[config.mk]
export PLATFORM = sky130hd
export DESIGN_NAME = col_lane_tx
export DESIGN_NICKNAME = d
export VERILOG_FILES = /design/src/rtl/col_lane_tx.sv
export SDC_FILE = /design/constraint.sdc
export NUM_CORES = 1
export LEC_CHECK = 0
export ABC_AREA = 1
export BUFFER_PORTS_ARGS = -buffer_cell sky130_fd_sc_hd__clkbuf_2
export CORE_ASPECT_RATIO = 1.1
export CORE_MARGIN = 2
export CORE_UTILIZATION = 54
export DETAILED_ROUTE_END_ITERATION = 7
export PLACE_DENSITY = 0.87
export SLEW_MARGIN = 20
export SYNTH_ARGS = -nofsm -noshare
export SYNTH_HDL_FRONTEND = slang
export SYNTH_SLANG_ARGS = --single-unit
[constraint.sdc]
create_clock -name clk -period 2.15 [get_ports clk]
set_input_delay 0.215 -clock clk [delete_from_list [all_inputs] [get_ports clk]]
set_output_delay 0.215 -clock clk [all_outputs]
set_load 0.01 [all_outputs]
[src/rtl/col_lane_tx.sv]
// Packs a serial 2-bit symbol stream into COLS-lane beats; final symbol to oval visible takes 2 cycles.
// ordy low holds the presented beat, the stage absorbs one more beat, then in_ready drops.
module col_lane_tx #(
   parameter int COLS = 4
) (
   input  logic                  clk,
   input  logic                  rst,
   input  logic                  in_valid,
   output logic                  in_ready,
   input  logic [1:0]            in_data,
   input  logic                  in_last,
   output logic [COLS-1:0]       oval,
   output logic [COLS-1:0][1:0]  odata,
   input  logic                  ordy,
   output logic [15:0]           beat_cnt
);

   localparam int PW = (COLS > 1) ? $clog2(COLS) : 1;
   localparam logic [PW-1:0] LAST_LANE = PW'(COLS - 1);

   typedef struct packed {
      logic [COLS-1:0]      mask;
      logic [COLS-1:0][1:0] data;
   } beat_t;

   typedef enum logic {FILL, FULL} state_t;

   state_t        state, state_nxt;
   logic [PW-1:0] ptr, ptr_nxt;
   beat_t         stg, stg_nxt;
   beat_t         obuf, obuf_nxt;
   logic          stg_full;
   logic          xfer;
   logic          accept;
   logic          out_hs;

   assign stg_full = (state == FULL);
   assign out_hs   = (|obuf.mask) && ordy;
   assign xfer     = stg_full && (!(|obuf.mask) || ordy);
   assign in_ready = !rst && (!stg_full || xfer);
   assign accept   = in_valid && in_ready;

   assign oval  = obuf.mask;
   assign odata = obuf.data;

   always_ff @(posedge clk) begin
      if (rst) begin
         state    <= FILL;
         ptr      <= '0;
         stg      <= '0;
         obuf     <= '0;
         beat_cnt <= '0;
      end else begin
         state    <= state_nxt;
         ptr      <= ptr_nxt;
         stg      <= stg_nxt;
         obuf     <= obuf_nxt;
         beat_cnt <= beat_cnt + 16'(out_hs);
      end
   end

   always_comb begin
      state_nxt = state;
      ptr_nxt   = ptr;
      stg_nxt   = stg;
      obuf_nxt  = obuf;

      // Transfer frees the stage first, so a same-cycle symbol lands in lane 0 (ptr is already 0 in FULL).
      if (xfer) begin
         obuf_nxt.mask = stg.mask;
         for (int i = 0; i < COLS; i++) begin
            obuf_nxt.data[i] = stg.mask[i] ? stg.data[i] : 2'b00;
         end
         stg_nxt   = '0;
         state_nxt = FILL;
      end else if (out_hs) begin
         obuf_nxt = '0;
      end

      if (accept) begin
         for (int i = 0; i < COLS; i++) begin
            if (ptr == PW'(i)) begin
               stg_nxt.data[i] = in_data;
               stg_nxt.mask[i] = 1'b1;
            end
         end
         if (ptr == LAST_LANE || in_last) begin
            state_nxt = FULL;
            ptr_nxt   = '0;
         end else begin
            ptr_nxt = ptr + PW'(1);
         end
      end
   end

endmodule

==> flow_metrics.py <==
metrics = {
    "synthesis": {
        "syn_area_sq_mm": 0.00196,
        "yosys.area.top_type_share_pct": 44.0,
        "synth_top_family_by_area": "simple AND/OR/NAND/NOR gates",
        "synth_area_per_cell_sq_um": 7.64,
        "synthTopCellsByCount": "nand2_1 (69), dfxtp_1 (43), nor2_1 (34), a21oi_1 (27), inv_1 (25)",
        "synth_fa_ha_area_share_pct": 4.48,
        "synthXorXnorAreaFrac_pct": 0.896,
        "synth-simple-area-share_pct": 31.7,
        "synthFlopType": "dfxtp_1",
        "synth_largest_area_cell": "dfxtp_1",
        "ys_types": 27,
        "yosysWarnings": 0,
        "synth-edff-count": 0,
        "ys_seq_elements": 43,
        "synth.area.mux_share_pct": 0,
        "ys_seq_area_share_pct": 44.0,
        "synth_compound_area_share_pct": 11.3,
        "synth_cells": 256,
        "synth_area_leaders": "dfxtp_1 (44%), nand2_1 (13%), a21oi_1 (6.9%), nor2_1 (6.5%), inv_1 (4.8%)",
        "synth.most_common_cell": "nand2_1",
        "syn_nets": 270,
        "synthArstFlopShare_pct": 0,
    },
    "sta": {
        "period_share_pct": 88.9,
        "tns_ns": 0,
        "worstMarginPinSlew_ns": 0.529,
        "final.min_clock_period_ns": 1.91,
        "drv_slew": 0,
        "fin_skew_ns": 0.0114,
        "finalSetupViolCount": 0,
        "fmax_mhz": 523,
        "fin_ws_ns": 0.238,
        "relSlewSlack_pct": 64.7,
        "whs_ns": 0.159,
        "finalHoldViolations": 0,
        "grt_setup_unrepaired": "no",
    },
    "cells_and_area": {
        "nets": 306,
        "final_util_pct": 64.6,
        "antenna_cells": 0,
        "finalInstanceArea_sq_mm": 0.00220,
        "drive_above_1_share_pct": 20.5,
        "syn_to_final_growth_pct": 12.7,
    },
    "pwr": {
        "combPwrFrac_pct": 6.3,
        "swShare_pct": 25.2,
        "intPower_w": 0.000959,
        "clock_power_share_pct": 30.1,
        "p_leak_nw": 1.02,
        "seqPwrFrac_pct": 63.6,
        "ir_drop_mv": 0.390,
        "power_switching_w": 0.000323,
        "powerDensity_mw_per_mm2": 581,
    },
    "worst_setup_path": {
        "startpoint_type": "register",
        "crit_chain": "nor2_4 > a21oi_1 > ha_1 > ha_1 > nand3_2 > nor2_4 > nand4_1 > o21ai_0 > nor2_1",
        "path_buf_inv": 0,
        "cp.arrival_ns": 2.18,
        "worstPathRequired_ns": 2.41,
        "crit_type": "register to register",
        "cpLargestDelayFamily": "simple AND/OR/NAND/NOR gates",
        "worstSetupEndpointType": "register",
        "slowest_delay_ns": 0.41,
        "cp_slowest_cell": "dfxtp_1",
        "cp_max_fo": 6,
    },
    "outcome": {
        "outcome": "complete, no violations",
    },
    "detailed_routing": {
        "vias_per_cell": 5.15,
        "num_vias": 1756,
        "detail-route-antenna-nets": 0,
        "initialDrtViolationCount": 100,
        "firstDrtPassIters": 4,
        "remaining_drc_errors": 0,
        "drt-total-wl_um": 4050,
        "wl_per_cell_um": 11.9,
    },
    "place": {
        "dp_hpwl_um": 3000,
        "gp_congestion": 0.884,
        "io_buffers": 35,
        "place_area_sq_mm": 0.00215,
        "post-place-ws_ns": 0.279,
    },
    "clocking": {
        "cts_tree": "built",
        "clockRootBuffer": "clkbuf_4",
        "clk_path_buf_depth": 2,
        "numCtsBuffers": 5,
        "cts_htree_levels": 2,
        "clock_sinks": 43,
        "cts.reportedPaths.clkPinSlew_ns": 0.13,
        "post_cts_resized": 0,
        "clock_latency_ns": 0.36,
        "hold_buffers": 0,
        "post_cts.repair.setup_buffers": 0,
    },
    "floorplanning": {
        "die_area_sq_mm": 0.00412,
        "die_h_um": 67.1,
        "core_area_sq_mm": 0.00341,
        "die_x_um": 61.4,
        "initial_core_util_pct": 57.3,
        "pin_count": 36,
        "core.rowCount": 22,
    },
    "job": {
        "drv_cap": 0,
    },
    "global_routing": {
        "grt_pass1_vias": 1520,
        "antenna_found_initial": 0,
        "grt_max_degree": 26,
        "grt_pass1_wl_um": 6540,
        "grt_usage_pct": 21.4,
        "grt_overflow": 0,
    },
    "hold_path": {
        "holdCritPathClass": "primary input to register",
    },
}
-- per-layer routing --
metal  global-route usage, %  vias to the layer above  share of wire, %
met1                    24.8                      806                44
met3                    6.21                        5               5.2
met2                    37.5                       46                50
met5                       0                        -                 0
met4                    6.38                        0               1.1
li1                        -                      899                 -
-- sequential cells by signal (all words and copies together) (netlist names) --
name,count
state,1
beat_cnt,16
odata,8
stg,12
ptr,2
oval,4
-- metrics by stage --
| stage | cells | power, W |
|---|---|---|
| global placement | 333 | 0.000910 |
| finish | 341 | 0.00128 |
| detailed placement | 333 | 0.000914 |
| global route | 341 | 0.00134 |
| CTS | 341 | 0.00129 |
| floorplan | 256 | 0.000893 |
-- power by group through the flow --
stage          Sequential [W]  Combinational, W  Clock [W]
3_3_place_gp         0.000833         0.0000772          0
3_5_place_dp         0.000833         0.0000801          0
6_report             0.000816         0.0000804   0.000386
2_1_floorplan        0.000832         0.0000605          0
4_1_cts              0.000816         0.0000804   0.000392
5_1_grt              0.000818         0.0000899   0.000430
-- worst paths after layout --
| kind | startpoint | end | cells after the start | slack, ns |
|---|---|---|---|---|
| setup reg to reg | oval[3] | beat_cnt[12] | 9 | 0.24 |
| hold / removal | in_data[0] | stg[6] | 3 | 0.16 |
| setup / recovery | oval[3] | beat_cnt[12] | 9 | 0.24 |
| hold reg to reg | stg[5] | odata[5] | 2 | 0.47 |
-- worst reg2reg max path: stages, from the launching register on --
cell and delay, ns:
dfxtp_1 0.41, nor2_4 0.07, a21oi_1 0.25, ha_1 0.22, ha_1 0.20, nand3_2 0.13, nor2_4 0.17, nand4_1 0.14
o21ai_0 0.17, nor2_1 0.06
-- layout make-up --
| class | count | area (sq um) |
|---|---|---|
| Clock buffer | 6 | 41.3 |
| Clock inverter | 2 | 12.5 |
| Fill cell | 316 | 1210 |
| Inverter | 26 | 100 |
| Multi-Input combinational cell | 180 | 947 |
| Sequential cell | 43 | 861 |
| Tap cell | 48 | 60.1 |
| Timing Repair Buffer | 36 | 183 |
-- cell usage in the layout, fill, tap and decap left out --
cell and instances:
a21oi_1 27, a31oi_1 1, a41oi_1 1, buf_4 1, clkbuf_1 1, clkbuf_2 35
clkbuf_4 5, clkinv_2 1, clkinvlp_4 1, dfxtp_1 43, ha_1 7, inv_1 25
inv_4 1, nand2_1 69, nand2_4 3, nand3_1 8, nand3_2 2, nand3_4 1
nand4_1 3, nand4_2 4, nor2_1 34, nor2_4 3, nor3_2 2, o21ai_0 10
o21ai_2 1, o22ai_1 2, xnor2_1 1, xor2_1 1
-- kinds of logic (layout without fill, tap and decap cells) --
logic type	count (synthesis)	count (layout)
buf+inv	33	70
compound gates	42	42
fa+ha+maj	7	7
xor+xnor	2	2
flops	43	43
simple gates	129	129
Power figures use the tool's default switching activity.
